<file path="src/rtl/npg_pkg.sv">
// Shared widths, FSM state type and saturating amplitude helpers for the pulse sequencer.
package npg_pkg;

    localparam int unsigned FREQ_W = 12;
    localparam int unsigned PH_W   = 3;
    localparam int unsigned AMP_W  = 6;
    localparam int unsigned STEP_W = 4;
    localparam int unsigned AMP_XW = AMP_W + 1;

    typedef enum logic [2:0] {
        IDLE,
        WAIT,
        POS,
        GAP,
        NEG
    } npg_state_e;

    // One guard bit so the sum can exceed the code range before clamping to the limit.
    function automatic logic [AMP_W-1:0] amp_sat_add(input logic [AMP_W-1:0]  amp,
                                                     input logic [STEP_W-1:0] step,
                                                     input logic [AMP_W-1:0]  lim);
        logic [AMP_XW-1:0] sum;
        sum = AMP_XW'(amp) + AMP_XW'(step);
        return (sum > AMP_XW'(lim)) ? lim : sum[AMP_W-1:0];
    endfunction

    function automatic logic [AMP_W-1:0] amp_sat_sub(input logic [AMP_W-1:0]  amp,
                                                     input logic [STEP_W-1:0] step,
                                                     input logic [AMP_W-1:0]  lim);
        logic [AMP_XW-1:0] dif;
        dif = AMP_XW'(amp) - AMP_XW'(step);
        if (dif[AMP_W]) begin
            dif = '0;
        end
        return (dif > AMP_XW'(lim)) ? lim : dif[AMP_W-1:0];
    endfunction

endpackage

</file>
<file path="src/rtl/npg_pulse_sequencer_if.sv">
// Configuration and current-driver bus of one stimulation channel.
interface npg_pulse_sequencer_if;
    import npg_pkg::*;

    logic              enable;
    logic [FREQ_W-1:0] freq;
    logic [PH_W-1:0]   phase_dur;
    logic [PH_W-1:0]   gap_dur;
    logic [AMP_W-1:0]  amp_target;
    logic [STEP_W-1:0] up;
    logic [STEP_W-1:0] down;
    logic [AMP_W-1:0]  dac_amp;
    logic              stim_pos;
    logic              stim_neg;
    logic              pulse_start;
    logic              overrun;
    logic              busy;

    modport master (
        output enable, freq, phase_dur, gap_dur, amp_target, up, down,
        input  dac_amp, stim_pos, stim_neg, pulse_start, overrun, busy
    );

    modport slave (
        input  enable, freq, phase_dur, gap_dur, amp_target, up, down,
        output dac_amp, stim_pos, stim_neg, pulse_start, overrun, busy
    );

endinterface

</file>
<file path="src/rtl/npg_amp_ramp.sv">
// Amplitude register with saturating ramp-up/ramp-down and ramp-down stop detection.
module npg_amp_ramp
    import npg_pkg::*;
(
    input  logic              clk,
    input  logic              resetn,
    input  logic              ramp_up_i,
    input  logic              ramp_down_i,
    input  logic              clear_i,
    input  logic [STEP_W-1:0] up_i,
    input  logic [STEP_W-1:0] down_i,
    input  logic [AMP_W-1:0]  target_i,
    output logic [AMP_W-1:0]  amp_o,
    output logic              stop_c_o
);

    logic [AMP_W-1:0] amp_q;
    logic [AMP_W-1:0] amp_d;

    // A zero up-step jumps straight to the plateau.
    always_comb begin
        amp_d = amp_q;
        if (clear_i) begin
            amp_d = '0;
        end else if (ramp_up_i) begin
            amp_d = (up_i == '0) ? target_i : amp_sat_add(amp_q, up_i, target_i);
        end else if (ramp_down_i) begin
            amp_d = amp_sat_sub(amp_q, down_i, target_i);
        end
    end

    always_ff @(posedge clk) begin
        if (!resetn) begin
            amp_q <= '0;
        end else begin
            amp_q <= amp_d;
        end
    end

    assign amp_o    = amp_q;
    assign stop_c_o = (down_i == '0) || (AMP_XW'(amp_q) <= AMP_XW'(down_i));

endmodule

</file>
<file path="src/rtl/npg_pulse_sequencer.sv">
// Biphasic pulse sequencer for one stimulation channel with amplitude ramping.
// Define NPG_GAP_EN to insert an interphase gap of gap_dur+1 cycles between phases.
module npg_pulse_sequencer
    import npg_pkg::*;
(
    input  logic                  clk,
    input  logic                  resetn,
    npg_pulse_sequencer_if.slave  bus
);

    npg_state_e        state_q, state_d;
    logic [FREQ_W-1:0] cnt_q, cnt_d;
    logic [FREQ_W-1:0] freq_q, freq_d;
    logic [PH_W-1:0]   ph_q, ph_d;
    logic [PH_W-1:0]   phase_q, phase_d;
    logic              stopping_q, stopping_d;
    logic              stim_pos_q, stim_neg_q, pulse_start_q, overrun_q, busy_q;
    logic              start, ramp_up, ramp_down, amp_clr, overrun_d, wrap, stop_c;
    logic [AMP_W-1:0]  amp;
`ifdef NPG_GAP_EN
    logic [PH_W-1:0]   gap_q, gap_d;
`else
    logic              unused_gap;
    assign unused_gap = ^bus.gap_dur;
`endif

    assign wrap = (cnt_q == freq_q);

    always_comb begin
        state_d    = state_q;
        cnt_d      = cnt_q;
        freq_d     = freq_q;
        ph_d       = ph_q;
        phase_d    = phase_q;
        stopping_d = stopping_q;
`ifdef NPG_GAP_EN
        gap_d      = gap_q;
`endif
        start      = 1'b0;
        ramp_up    = 1'b0;
        ramp_down  = 1'b0;
        amp_clr    = 1'b0;
        overrun_d  = 1'b0;

        // Period counter free-runs modulo freq+1 whenever the channel is active.
        if (state_q != IDLE) begin
            stopping_d = ~bus.enable;
            cnt_d      = wrap ? '0 : cnt_q + FREQ_W'(1);
        end

        unique case (state_q)
            IDLE: begin
                if (bus.enable) begin
                    start   = 1'b1;
                    ramp_up = 1'b1;
                end
            end
            WAIT: begin
                if (wrap) begin
                    if (stopping_q && stop_c) begin
                        state_d = IDLE;
                        amp_clr = 1'b1;
                    end else begin
                        start     = 1'b1;
                        ramp_up   = ~stopping_q;
                        ramp_down = stopping_q;
                    end
                end
            end
            POS: begin
                overrun_d = wrap;
                if (ph_q == phase_q) begin
                    ph_d    = '0;
`ifdef NPG_GAP_EN
                    state_d = GAP;
`else
                    state_d = NEG;
`endif
                end else begin
                    ph_d = ph_q + PH_W'(1);
                end
            end
`ifdef NPG_GAP_EN
            GAP: begin
                overrun_d = wrap;
                if (ph_q == gap_q) begin
                    ph_d    = '0;
                    state_d = NEG;
                end else begin
                    ph_d = ph_q + PH_W'(1);
                end
            end
`endif
            NEG: begin
                overrun_d = wrap;
                if (ph_q == phase_q) begin
                    ph_d    = '0;
                    state_d = WAIT;
                end else begin
                    ph_d = ph_q + PH_W'(1);
                end
            end
            default: state_d = IDLE;
        endcase

        // Pulse start: restart period and shadow the timing configuration.
        if (start) begin
            state_d = POS;
            cnt_d   = '0;
            ph_d    = '0;
            freq_d  = bus.freq;
            phase_d = bus.phase_dur;
`ifdef NPG_GAP_EN
            gap_d   = bus.gap_dur;
`endif
        end

        if (state_d == IDLE) begin
            cnt_d      = '0;
            ph_d       = '0;
            stopping_d = 1'b0;
        end
    end

    always_ff @(posedge clk) begin
        if (!resetn) begin
            state_q       <= IDLE;
            cnt_q         <= '0;
            freq_q        <= '0;
            ph_q          <= '0;
            phase_q       <= '0;
            stopping_q    <= 1'b0;
`ifdef NPG_GAP_EN
            gap_q         <= '0;
`endif
            stim_pos_q    <= 1'b0;
            stim_neg_q    <= 1'b0;
            pulse_start_q <= 1'b0;
            overrun_q     <= 1'b0;
            busy_q        <= 1'b0;
        end else begin
            state_q       <= state_d;
            cnt_q         <= cnt_d;
            freq_q        <= freq_d;
            ph_q          <= ph_d;
            phase_q       <= phase_d;
            stopping_q    <= stopping_d;
`ifdef NPG_GAP_EN
            gap_q         <= gap_d;
`endif
            stim_pos_q    <= (state_d == POS);
            stim_neg_q    <= (state_d == NEG);
            pulse_start_q <= start;
            overrun_q     <= overrun_d;
            busy_q        <= (state_d != IDLE);
        end
    end

    npg_amp_ramp u_amp_ramp (
        .clk         (clk),
        .resetn      (resetn),
        .ramp_up_i   (ramp_up),
        .ramp_down_i (ramp_down),
        .clear_i     (amp_clr),
        .up_i        (bus.up),
        .down_i      (bus.down),
        .target_i    (bus.amp_target),
        .amp_o       (amp),
        .stop_c_o    (stop_c)
    );

    assign bus.dac_amp     = amp;
    assign bus.stim_pos    = stim_pos_q;
    assign bus.stim_neg    = stim_neg_q;
    assign bus.pulse_start = pulse_start_q;
    assign bus.overrun     = overrun_q;
    assign bus.busy        = busy_q;

endmodule
</file>
<file path="src/flat_wrapper.sv">
// flat-port wrapper written by rule: the top's interface ports become plain ports
module npg_pulse_sequencer_flat import npg_pkg::*;
  (clk, resetn, bus_enable, bus_freq, bus_phase_dur, bus_gap_dur, bus_amp_target, bus_up, bus_down, bus_dac_amp, bus_stim_pos, bus_stim_neg, bus_pulse_start, bus_overrun, bus_busy);
  npg_pulse_sequencer_if bus_i ();
  input  logic clk;
  input  logic resetn;
  input wire logic [$bits(bus_i.enable)-1:0] bus_enable;
  input wire logic [$bits(bus_i.freq)-1:0] bus_freq;
  input wire logic [$bits(bus_i.phase_dur)-1:0] bus_phase_dur;
  input wire logic [$bits(bus_i.gap_dur)-1:0] bus_gap_dur;
  input wire logic [$bits(bus_i.amp_target)-1:0] bus_amp_target;
  input wire logic [$bits(bus_i.up)-1:0] bus_up;
  input wire logic [$bits(bus_i.down)-1:0] bus_down;
  output wire logic [$bits(bus_i.dac_amp)-1:0] bus_dac_amp;
  output wire logic [$bits(bus_i.stim_pos)-1:0] bus_stim_pos;
  output wire logic [$bits(bus_i.stim_neg)-1:0] bus_stim_neg;
  output wire logic [$bits(bus_i.pulse_start)-1:0] bus_pulse_start;
  output wire logic [$bits(bus_i.overrun)-1:0] bus_overrun;
  output wire logic [$bits(bus_i.busy)-1:0] bus_busy;
  assign bus_i.enable = bus_enable;
  assign bus_i.freq = bus_freq;
  assign bus_i.phase_dur = bus_phase_dur;
  assign bus_i.gap_dur = bus_gap_dur;
  assign bus_i.amp_target = bus_amp_target;
  assign bus_i.up = bus_up;
  assign bus_i.down = bus_down;
  assign bus_dac_amp = bus_i.dac_amp;
  assign bus_stim_pos = bus_i.stim_pos;
  assign bus_stim_neg = bus_i.stim_neg;
  assign bus_pulse_start = bus_i.pulse_start;
  assign bus_overrun = bus_i.overrun;
  assign bus_busy = bus_i.busy;
  npg_pulse_sequencer u_core (.clk(clk), .resetn(resetn), .bus(bus_i));
endmodule
</file>
<file path="config.mk">
export PLATFORM = sky130hd
export DESIGN_NAME = npg_pulse_sequencer_flat
export DESIGN_NICKNAME = d
export VERILOG_FILES = /design/src/rtl/npg_pkg.sv /design/src/rtl/npg_pulse_sequencer_if.sv /design/src/rtl/npg_amp_ramp.sv /design/src/rtl/npg_pulse_sequencer.sv /design/src/flat_wrapper.sv
export SDC_FILE = /design/constraint.sdc
export NUM_CORES = 1
export LEC_CHECK = 0
export CORE_AREA = 2 2 113 115
export CTS_CLUSTER_DIAMETER = 60
export CTS_CLUSTER_SIZE = 20
export DETAILED_ROUTE_END_ITERATION = 12
export DIE_AREA = 0 0 115 117
export SLEW_MARGIN = 25
export SYNTH_ARGS = -nofsm -noshare
export SYNTH_HDL_FRONTEND = slang
export SYNTH_HIERARCHICAL = 1
export SYNTH_SLANG_ARGS = --single-unit
export TNS_END_PERCENT = 20
</file>
<file path="constraint.sdc">
create_clock -name clk -period 3.9 [get_ports clk]
set_input_delay 0.78 -clock clk [delete_from_list [all_inputs] [get_ports clk]]
set_output_delay 0.78 -clock clk [all_outputs]
set_load 0.005 [all_outputs]
</file>
==> metrics.cfg, run 1 <==
[run_status]
run_status = finished clean

[sta]
final-setup-viol-count = 0
timing.setup.tns_ns = 0
max-slew-margin-rel_pct = 34.3
report.final.slew_viol_count = 0
fin_crit_sh_pct = 95.5
timing.fmax_mhz = 269
period_needed_ns = 3.72
final-hold-violation-count = 0
fin_worst_skew_ns = 0.0101
grt_setup_unrepaired = no
worst-slew-pin-transition_ns = 0.986

[floorplanning]
placeableCoreArea_mm2 = 0.0123
die-area_mm2 = 0.0135
die_w_um = 115
pin_count = 46
row_cnt = 41
floorplan.initialDensity_pct = 24.3
chipHeight_um = 117

[critical_path]
worst-path-max-fanout = 7
worst_setup_sp = bus_down[0]
worst-endpoint-required_ns = 4.06
timing_worst_setup_path_type = input pin to register
crit-reg2reg-launch = u_core/u_amp_ramp/amp_o[1]
setup.worst_path.start_class = input pin
critical_path_arrival_ns = 3.88
worst_setup_end_kind = register
max_stage_delay_ns = 0.44
crit_slowest_cell = sky130_fd_sc_hd__clkdlybuf4s50_1
worst_path_dominant_cell_family = adder cells
worstPathBufferInverterCount = 1
cpMostUsedCell = sky130_fd_sc_hd__and2b_1
path_cells = clkdlybuf4s50_1 -> ha_2 -> fa_2 -> and2b_1 -> o21ai_2 -> and2b_1 -> mux2_4 -> ha_1 -> nand3_1 -> a21o_2 -> a21oi_4 -> mux2i_1 -> a21oi_1 -> a21boi_2

[placement]
gp_congestion = 0.852
post-place-cells = 536
port-buffer-count = 42
detailed_place_hpwl_mm = 5.50

[synth]
synthesis.nets = 400
synth.yosys.warnings = 6
synth_top_cell_by_area = sky130_fd_sc_hd__dfxtp_1
yosys_register_bits = 45
ys_dominant_reg_cell = sky130_fd_sc_hd__dfxtp_1
post_synth.cell_area_avg_um2 = 8.79
netlist_top_cells_area = sky130_fd_sc_hd__dfxtp_1 30%, sky130_fd_sc_hd__ha_1 9.2%, sky130_fd_sc_hd__mux2i_1 9.0%, sky130_fd_sc_hd__xor2_1 7.3%, sky130_fd_sc_hd__nand2_1 5.4%
syn-cell-area_mm2 = 0.00300
synth_edf_count = 0
ys_seq_area_share_pct = 30.1
syn_inst = 341
synthArstFlopShare_pct = 0
netlist-cell-type-count = 57
proportion_of_netlist_area_held_by_the_largest_area_contributor_pct = 30.1

[power_and_ir_drop]
pwr_density_cell_mw_per_mm2 = 445
ir_drop_worst_vdd_mv = 0.251
fin_total_pwr_mw = 1.73
power.static_leakage_nw = 1.64

[drt]
drt_iter0_drc = 92
routedWlPerCell_um = 13.0
route.detailed.drc = 0
post_route_antenna_net_violation_count = 0
avgViaCountPerCell = 4.69
postRouteWirelength_mm = 7.11
via_count = 2563
first_pass_iters = 4

[cts]
clk_latency_ns = 0.29
worst_setup_hold_path_clk_slew_ns = 0.07
tritoncts = yes
number_of_h_tree_levels = 2
clock-sinks = 45
max-clock-path-buffers = 2
cts_buffers = 5
root_buffer_selected_by_cts = sky130_fd_sc_hd__clkbuf_16

[global_route]
initial_antenna_violation_count = 0
grt_max_degree = 37
globalRoute.totalOverflow = 0
globalRouteTotalUtil_pct = 11.0
first_global_vias = 2602
wire_length_of_the_first_global_routing_pass_mm = 11.9

[finish]
layout.nets = 454
final_layout_size_suffix_gt1_share_pct = 12.6
n_fill_cell = 1279
fin_util_pct = 31.5
layout.cells.non_filler = 546
number_of_diodes = 0
area.growth.synth_to_final_pct = 29.3

[min_path]
timing.hold.worst.class = register to register
worst_hold_startpoint = u_core/freq_q[8]

[run]
max-cap-violations = 0

-- state kept, by name, indices dropped and copies added (netlist names) --
signal,cells
u_core/bus.stim_neg,1
u_core/bus.pulse_start,1
u_core/phase_q,3
u_core/state_q,3
u_core/stopping_q,1
u_core/freq_q,12
u_core/bus.overrun,1
u_core/cnt_q,12
u_core/bus.stim_pos,1
u_core/bus.busy,1
u_core/u_amp_ramp/amp_o,6
u_core/ph_q,3
-- stage by stage --
stage               setup WS, ns  area (um^2)  hold slack, ns
floorplan                  0.390         3000           0.446
global route             0.00308         3870           0.504
CTS                       0.0679         3830           0.475
finish                     0.176         3870           0.470
global placement          -0.164         3660           0.459
detailed placement        -0.228         3660           0.464
-- layout by cell type (no fill, tap or decap), types with 2 or more instances in the layout --
| cell | count |
|---|---|
| sky130_fd_sc_hd__and3_1 | 3 |
| sky130_fd_sc_hd__a21oi_2 | 2 |
| sky130_fd_sc_hd__nor3b_1 | 2 |
| sky130_fd_sc_hd__o21a_1 | 3 |
| sky130_fd_sc_hd__and2b_1 | 2 |
| sky130_fd_sc_hd__buf_4 | 15 |
| sky130_fd_sc_hd__clkbuf_16 | 5 |
| sky130_fd_sc_hd__nand4_1 | 5 |
| sky130_fd_sc_hd__a21oi_1 | 13 |
| sky130_fd_sc_hd__nand2_1 | 43 |
| sky130_fd_sc_hd__inv_1 | 16 |
| sky130_fd_sc_hd__nor3_1 | 23 |
| sky130_fd_sc_hd__xnor2_1 | 5 |
| sky130_fd_sc_hd__a21o_1 | 6 |
| sky130_fd_sc_hd__nor2b_1 | 4 |
| sky130_fd_sc_hd__mux2i_1 | 26 |
| sky130_fd_sc_hd__and2_1 | 4 |
| sky130_fd_sc_hd__xor2_1 | 25 |
| sky130_fd_sc_hd__a221oi_2 | 2 |
| sky130_fd_sc_hd__nor2_1 | 15 |
| sky130_fd_sc_hd__nand2b_1 | 4 |
| sky130_fd_sc_hd__nor4_2 | 3 |
| sky130_fd_sc_hd__a211oi_1 | 4 |
| sky130_fd_sc_hd__nand3_1 | 9 |
| sky130_fd_sc_hd__nand3b_1 | 2 |
| sky130_fd_sc_hd__dfxtp_1 | 45 |
| sky130_fd_sc_hd__clkdlybuf4s50_1 | 42 |
| sky130_fd_sc_hd__nor4b_1 | 2 |
| sky130_fd_sc_hd__ha_1 | 21 |
| sky130_fd_sc_hd__a221oi_1 | 3 |
| sky130_fd_sc_hd__o21ai_0 | 8 |
-- report_power, final --
group / switching, mW / total, mW / internal [mW]
sequential: 0.0485 / 0.548 / 0.499
combinational: 0.353 / 0.697 / 0.344
clock: 0.178 / 0.481 / 0.303
total: 0.580 / 1.73 / 1.15
-- layout make-up --
type	count	area (um^2)	share of cell area (%)
multi-input combinational	268	2000	51.6
clock buffer	5	125	3.23
sequential	45	901	23.2
tap	150	188	4.84
timing repair buffer	58	553	14.3
clock inverter	3	46.3	1.19
inverter	17	63.8	1.65
-- synth_stat cells (3+ instances only) --
| library cell | number |
|---|---|
| sky130_fd_sc_hd__a211oi_1 | 4 |
| sky130_fd_sc_hd__a21o_1 | 6 |
| sky130_fd_sc_hd__a21oi_1 | 14 |
| sky130_fd_sc_hd__a221oi_1 | 4 |
| sky130_fd_sc_hd__and2_1 | 4 |
| sky130_fd_sc_hd__and3_1 | 3 |
| sky130_fd_sc_hd__buf_6 | 3 |
| sky130_fd_sc_hd__clkbuf_1 | 7 |
| sky130_fd_sc_hd__dfxtp_1 | 45 |
| sky130_fd_sc_hd__ha_1 | 22 |
| sky130_fd_sc_hd__inv_1 | 16 |
| sky130_fd_sc_hd__mux2i_1 | 27 |
| sky130_fd_sc_hd__nand2_1 | 43 |
| sky130_fd_sc_hd__nand2b_1 | 5 |
| sky130_fd_sc_hd__nand3_1 | 9 |
| sky130_fd_sc_hd__nand4_1 | 5 |
| sky130_fd_sc_hd__nor2_1 | 15 |
| sky130_fd_sc_hd__nor2b_1 | 4 |
| sky130_fd_sc_hd__nor3_1 | 23 |
| sky130_fd_sc_hd__nor4_2 | 3 |
| sky130_fd_sc_hd__o21a_1 | 3 |
| sky130_fd_sc_hd__o21ai_0 | 8 |
| sky130_fd_sc_hd__xnor2_1 | 5 |
| sky130_fd_sc_hd__xor2_1 | 25 |
-- worst min-delay path, delay by kind of cell (launching register included) --
family	cells	cell delay (ns)
flops	1	0.32
mux	1	0.05
simple gates	1	0.05
-- metal layers --
metal	global-route usage, %	part of all wire (%)	routed length, um
met2	18.9	45	3190
met4	4.18	1.7	123
met5	0	0	0
met3	1.49	3.5	251
met1	14.0	50	3540
-- path summary, 6_finish.rpt --
| path | endpoint | slack, ns | depth (start not counted) |
|---|---|---|---|
| worst max-delay path | u_core/u_amp_ramp/amp_o[3] | 0.18 | 14 |
| worst min-delay path | u_core/freq_q[8] | 0.47 | 2 |
| worst max register to register | u_core/u_amp_ramp/amp_o[3] | 0.67 | 13 |
| worst min register to register | u_core/freq_q[8] | 0.47 | 2 |
-- logic make-up (layout without fill, tap and decap cells) --
family / Yosys count / in the layout / share of synthesized area, %
AO/OA/AOI/OAI: 57 / 57 / 14.5
adder cells (fa/ha/maj): 24 / 24 / 10.5
AND/OR/NAND/NOR: 128 / 128 / 21.9
XOR/XNOR: 30 / 30 / 8.77
flip-flops: 45 / 45 / 30.1
multiplexers: 29 / 29 / 9.90
buffers and inverters: 28 / 83 / 4.30
-- what timing repair did --
| action | CTS | global route |
|---|---|---|
| hold buffers | 0 | 0 |
| setup buffers | 0 | 2 |
| gates resized for setup | 0 | 6 |
| setup endpoints to repair | 0 | 6 |
Power figures use the tool's default switching activity.
==> inputs of run 2 (changes only) <==
--- a/config.mk
+++ b/config.mk
@@ -5,11 +5,12 @@
 export SDC_FILE = /design/constraint.sdc
 export NUM_CORES = 1
 export LEC_CHECK = 0
-export CORE_AREA = 2 2 113 115
+export CORE_AREA = 2 2 145 90
 export CTS_CLUSTER_DIAMETER = 60
 export CTS_CLUSTER_SIZE = 20
 export DETAILED_ROUTE_END_ITERATION = 12
-export DIE_AREA = 0 0 115 117
+export DIE_AREA = 0 0 147 92
+export GPL_ROUTABILITY_DRIVEN = 1
 export SLEW_MARGIN = 25
 export SYNTH_ARGS = -nofsm -noshare
 export SYNTH_HDL_FRONTEND = slang
==> run 2 against run 1 <==
Net effect: final area shrank 0.42%; fmax shrank 1.4%; count of clock-buffer cells in the layout is the same; hold slack lost 0.00054 ns; wire length grew 5.0%; first-iteration DRC count grew 28%; critical path type unchanged; critical endpoint is now u_core/u_amp_ramp/amp_o[1]; largest power group unchanged.
==> metrics.cfg, run 2 (synthesis gave the netlist of run 1 again) <==
[placement]
gp_congestion = 0.894
place_worst_setup_slack_ns = -0.183
detailed_place_hpwl_mm = 5.92
post-place-cells = 554
port-buffer-count = 42

[cts]
post_cts_hold_buffers = 0
max-clock-path-buffers = 2
worst_setup_hold_path_clk_slew_ns = 0.06
tritoncts = yes
clk_latency_ns = 0.28
number_of_h_tree_levels = 2
clock-sinks = 45
cts_buffers = 5
root_buffer_selected_by_cts = sky130_fd_sc_hd__clkbuf_16

[power_and_ir_drop]
fin_total_pwr_mw = 1.69
power.share.sequential_pct = 32.3
power.static_leakage_nw = 1.62
switching_share_of_power_pct = 33.7
power.combinational.fraction_pct = 40.5
clock_power_share_pct = 27.2
pwr_density_cell_mw_per_mm2 = 439
total_switching_power_mw = 0.571
ir_drop_worst_vdd_mv = 0.159
intPower_mw = 1.12

[finish]
number_of_diodes = 0
n_fill_cell = 1292
area.growth.synth_to_final_pct = 28.8
final_layout_size_suffix_gt1_share_pct = 10.9
layout.nets = 452
layout_commonest_cell = sky130_fd_sc_hd__dfxtp_1
layout.cells.most_common_list = 45 x sky130_fd_sc_hd__dfxtp_1, 43 x sky130_fd_sc_hd__nand2_1, 42 x sky130_fd_sc_hd__clkdlybuf4s50_1
layout.cells.non_filler = 563
fin_util_pct = 31.1

[critical_path]
cpMostUsedCell = sky130_fd_sc_hd__and2b_1
timing_worst_setup_path_type = input pin to register
critical_path_arrival_ns = 3.96
max_stage_delay_ns = 0.44
path_cells = clkdlybuf4s50_1 -> ha_2 -> fa_1 -> and2b_1 -> o21ai_2 -> and2b_1 -> mux2_4 -> ha_1 -> a21o_1 -> a21oi_1 -> a21oi_4 -> buf_4 -> mux2i_1 -> a221oi_1
crit_slowest_cell = sky130_fd_sc_hd__clkdlybuf4s50_1
worst_setup_end_kind = register
worst-endpoint-required_ns = 4.08
worst-path-max-fanout = 6
setup.worst_path.start_class = input pin

[run]
max-cap-violations = 0

[drt]
post_route_antenna_net_violation_count = 0
avgViaCountPerCell = 4.53
routedWlPerCell_um = 13.3
postRouteWirelength_mm = 7.46
via_count = 2552
first_pass_iters = 4
drt_iter0_drc = 118
route.detailed.drc = 0

[global_route]
initial_antenna_violation_count = 0
globalRoute.totalOverflow = 0
first_global_vias = 2413
globalRouteTotalUtil_pct = 11.3
wire_length_of_the_first_global_routing_pass_mm = 12.3
grt_max_degree = 34

[sta]
timing.fmax_mhz = 265
worst_hold_slack_ns = 0.469
fin_worst_skew_ns = 0.00300
grt_setup_unrepaired = no
fin_crit_sh_pct = 96.9
max-slew-margin-rel_pct = 46.2
report.final.slew_viol_count = 0
final-hold-violation-count = 0
final-setup-viol-count = 0
final.setup.worst_slack_ns = 0.122
period_needed_ns = 3.78
worst-slew-pin-transition_ns = 0.801

[floorplanning]
floorplan.initialDensity_pct = 24.1
pin_count = 46
chipHeight_um = 92
die_w_um = 147
placeableCoreArea_mm2 = 0.0124
die-area_mm2 = 0.0135
row_cnt = 32

[min_path]
timing.hold.worst.class = register to register

[run_status]
run_status = finished clean

[run 2: timing repair]
item | in CTS | in global routing
setup endpoints to repair | 0 | 3
gates resized for setup | 0 | 2
buffers inserted | 0 | 1
[run 2: path summary, 6_finish.rpt]
check / slack (ns) / depth (start not counted) / from / end
worst max-delay path: 0.12 / 14 / bus_down[0] / u_core/u_amp_ramp/amp_o[1]
worst min register to register: 0.47 / 2 / u_core/phase_q[1] / u_core/phase_q[1]
worst max register to register: 0.57 / 14 / u_core/u_amp_ramp/amp_o[0] / u_core/u_amp_ramp/amp_o[1]
worst min-delay path: 0.47 / 2 / u_core/phase_q[1] / u_core/phase_q[1]
[run 2: power by group through the flow]
| stage | Combinational, mW | Clock, mW | Sequential, mW |
|---|---|---|---|
| after global routing | 0.756 | 0.500 | 0.552 |
| after floorplan | 0.470 | 0 | 0.538 |
| after global placement | 0.649 | 0 | 0.554 |
| after detailed placement | 0.666 | 0 | 0.556 |
| after CTS | 0.669 | 0.474 | 0.546 |
| final | 0.687 | 0.461 | 0.547 |
[run 2: worst max-delay path, delay by kind of cell]
| kind | cells | cell delay, ns |
|---|---|---|
| fa+ha+maj | 3 | 0.88 |
| compound gates | 5 | 0.90 |
| buf+inv | 2 | 0.60 |
| simple gates | 2 | 0.40 |
| mux | 2 | 0.42 |
[run 2: layer usage]
layer / up-vias / track usage [%] / wire length, um
li1: 1304 / - / -
met1: 1190 / 17.1 / 4020
met2: 56 / 16.0 / 3070
met3: 2 / 2.64 / 338
met4: 0 / 2.16 / 29
met5: - / 0 / 0
[run 2: stage by stage]
| step | setup TNS, ns | area [um^2] |
|---|---|---|
| after floorplan | 0 | 3000 |
| after global placement | -0.363 | 3670 |
| after detailed placement | -1.07 | 3670 |
| after CTS | 0 | 3830 |
| after global routing | 0 | 3860 |
| final | 0 | 3860 |
[run 2: final cells by class]
class | count | area [um^2] | share of cell area (%)
Tap cell | 170 | 213 | 5.51
Sequential cell | 45 | 901 | 23.3
Timing Repair Buffer | 56 | 542 | 14.0
Inverter | 17 | 63.8 | 1.65
Multi-Input combinational cell | 268 | 1980 | 51.3
Clock buffer | 5 | 125 | 3.24
Clock inverter | 2 | 35.0 | 0.908
==> inputs of run 3 (changes only) <==
--- a/config.mk
+++ b/config.mk
@@ -5,11 +5,11 @@
 export SDC_FILE = /design/constraint.sdc
 export NUM_CORES = 1
 export LEC_CHECK = 0
-export CORE_AREA = 2 2 145 90
+export CORE_AREA = 2 2 86 150
 export CTS_CLUSTER_DIAMETER = 60
 export CTS_CLUSTER_SIZE = 20
 export DETAILED_ROUTE_END_ITERATION = 12
-export DIE_AREA = 0 0 147 92
+export DIE_AREA = 0 0 88 152
 export GPL_ROUTABILITY_DRIVEN = 1
 export SLEW_MARGIN = 25
 export SYNTH_ARGS = -nofsm -noshare
==> run 3 against run 2 <==
Net effect: flip-flop and latch count is the same; highest routed layer unchanged; wire length fell by 0.51%; sequential power about the same; sequential share of layout area is 0.26 points higher; via count down 0.51%; final cell count is 0.36% lower; global-route usage is 0.34 points higher; die area decreased by 1.1%; fmax increased by 0.68%; clock skew up 0.00054 ns; first-iteration DRC count shrank 51%; combinational power is 3% lower.
==> metrics.cfg, run 3 (synthesis gave the netlist of run 1 again) <==
[run_status]
run_status = finished clean

[drt]
via_count = 2539
routedWlPerCell_um = 13.2
avgViaCountPerCell = 4.53
route.detailed.drc = 0
drt_iter0_drc = 58
post_route_antenna_net_violation_count = 0
first_pass_iters = 4
postRouteWirelength_mm = 7.42

[cts]
clock-sinks = 45
tritoncts = yes
post-cts-setup-buffers = 0
max-clock-path-buffers = 2
cts_resized = 0
cts_buffers = 5
worst_setup_hold_path_clk_slew_ns = 0.06
post_cts_hold_buffers = 0
root_buffer_selected_by_cts = sky130_fd_sc_hd__clkbuf_16
clk_latency_ns = 0.29
number_of_h_tree_levels = 2

[placement]
gp_congestion = 0.877
post-place-cells = 553
port-buffer-count = 42
placed_area_mm2 = 0.00367
detailed_place_hpwl_mm = 6.05

[global_route]
globalRoute.totalOverflow = 0
groute.layer.met2.usage_pct = 22.3
first_global_vias = 2559
initial_antenna_violation_count = 0
globalRouteTotalUtil_pct = 11.6
grt_use_met1_pct = 11.1
grt_max_degree = 29
gr-max-usage-layer = met2
wire_length_of_the_first_global_routing_pass_mm = 12.2
grt_use_met3_pct = 1.85

[finish]
fin_util_pct = 31.2
layout.nets = 451
number_of_diodes = 0
layout.cells.non_filler = 561
final_layout_size_suffix_gt1_share_pct = 9.92
layout_commonest_cell = sky130_fd_sc_hd__dfxtp_1
regArea_um2 = 901
layout.cells.most_common_list = 45 x sky130_fd_sc_hd__dfxtp_1, 43 x sky130_fd_sc_hd__nand2_1, 42 x sky130_fd_sc_hd__clkdlybuf4s50_1
area.growth.synth_to_final_pct = 27.3
multi_input_area_mm2 = 0.00197
stdcell_area_mm2 = 0.00382
n_fill_cell = 1328

[critical_path]
critical_path_arrival_ns = 3.93
worst-endpoint-required_ns = 4.08
timing_worst_setup_path_type = input pin to register
worst_setup_end_kind = register
setup.worst_path.start_class = input pin
worst-path-max-fanout = 7

[power_and_ir_drop]
power.static_leakage_nw = 1.59
fin_total_pwr_mw = 1.64
pwr_density_cell_mw_per_mm2 = 430
ir_drop_worst_vdd_mv = 0.168

[floorplanning]
chipHeight_um = 152
die-area_mm2 = 0.0134
pin_count = 46
placeableCoreArea_mm2 = 0.0122
row_cnt = 54
die_w_um = 88
floorplan.initialDensity_pct = 24.5

[sta]
final-hold-violation-count = 0
fin_worst_skew_ns = 0.00354
report.final.slew_viol_count = 0
worst_hold_slack_ns = 0.472
worst-slew-pin-transition_ns = 0.828
final-setup-viol-count = 0
timing.fmax_mhz = 266
fin_crit_sh_pct = 96.2
period_needed_ns = 3.75
grt_setup_unrepaired = no
max-slew-margin-rel_pct = 44.4

[min_path]
timing.hold.worst.class = register to register

[run]
max-cap-violations = 0

==> run 3: cell types whose count changed in the layout (fill, tap and decap cells not counted), sizes merged <==
cell / previous run / this run
clkinvlp: 0 / 2
clkinv: 1 / 0
clkbuf: 5 / 6
buf: 14 / 13
bufinv: 1 / 0
==> run 3: worst paths after layout <==
path                                            startpoint  cells past startpoint                          to  slack, ns
worst min register to register           u_core/freq_q[11]                      2           u_core/freq_q[11]       0.47
worst max-delay path                           bus_down[0]                     14  u_core/u_amp_ramp/amp_o[3]       0.15
worst min-delay path                     u_core/freq_q[11]                      2           u_core/freq_q[11]       0.47
worst max register to register  u_core/u_amp_ramp/amp_o[0]                     14  u_core/u_amp_ramp/amp_o[3]       0.60
==> run 3: stage by stage <==
stage	setup TNS, ns	setup slack (ns)
detailed placement	-0.612	-0.151
finish	0	0.147
floorplan	0	0.390
global route	0	0.0257
CTS	0	0.153
global placement	-0.247	-0.104
==> run 3: power by group <==
| part | leakage (nW) | total (mW) | switching (mW) | internal (mW) |
|---|---|---|---|---|
| Sequential | 0.368 | 0.547 | 0.0474 | 0.499 |
| Combinational | 1.16 | 0.669 | 0.343 | 0.327 |
| Clock | 0.0631 | 0.423 | 0.185 | 0.238 |
==> run 3: cell type report <==
| class | count | area share [%] |
|---|---|---|
| clock buffer | 6 | 3.38 |
| clock inverter | 2 | 0.393 |
| inverter | 17 | 1.67 |
| multi-input combinational | 268 | 51.5 |
| sequential | 45 | 23.6 |
| tap | 168 | 5.51 |
| timing repair buffer | 55 | 13.9 |
==> run 3: metal layers <==
layer,wire (um),vias to the layer above
li1,-,1306
met1,2660,1161
met2,4220,52
met3,208,20
met4,330,0
met5,0,-
==> run 3: worst max-delay path, stage by stage <==
cell                              delay [ns]
sky130_fd_sc_hd__clkdlybuf4s50_1        0.43
sky130_fd_sc_hd__ha_1                   0.24
sky130_fd_sc_hd__fa_1                   0.39
sky130_fd_sc_hd__and2b_1                0.22
sky130_fd_sc_hd__o21ai_2                0.06
sky130_fd_sc_hd__and2b_1                0.17
sky130_fd_sc_hd__mux2_4                 0.31
sky130_fd_sc_hd__ha_1                   0.30
sky130_fd_sc_hd__nand3_1                0.10
sky130_fd_sc_hd__a21o_2                 0.21
sky130_fd_sc_hd__a21oi_4                0.26
sky130_fd_sc_hd__mux2i_1                0.22
sky130_fd_sc_hd__a21oi_1                0.08
sky130_fd_sc_hd__a21boi_2               0.17
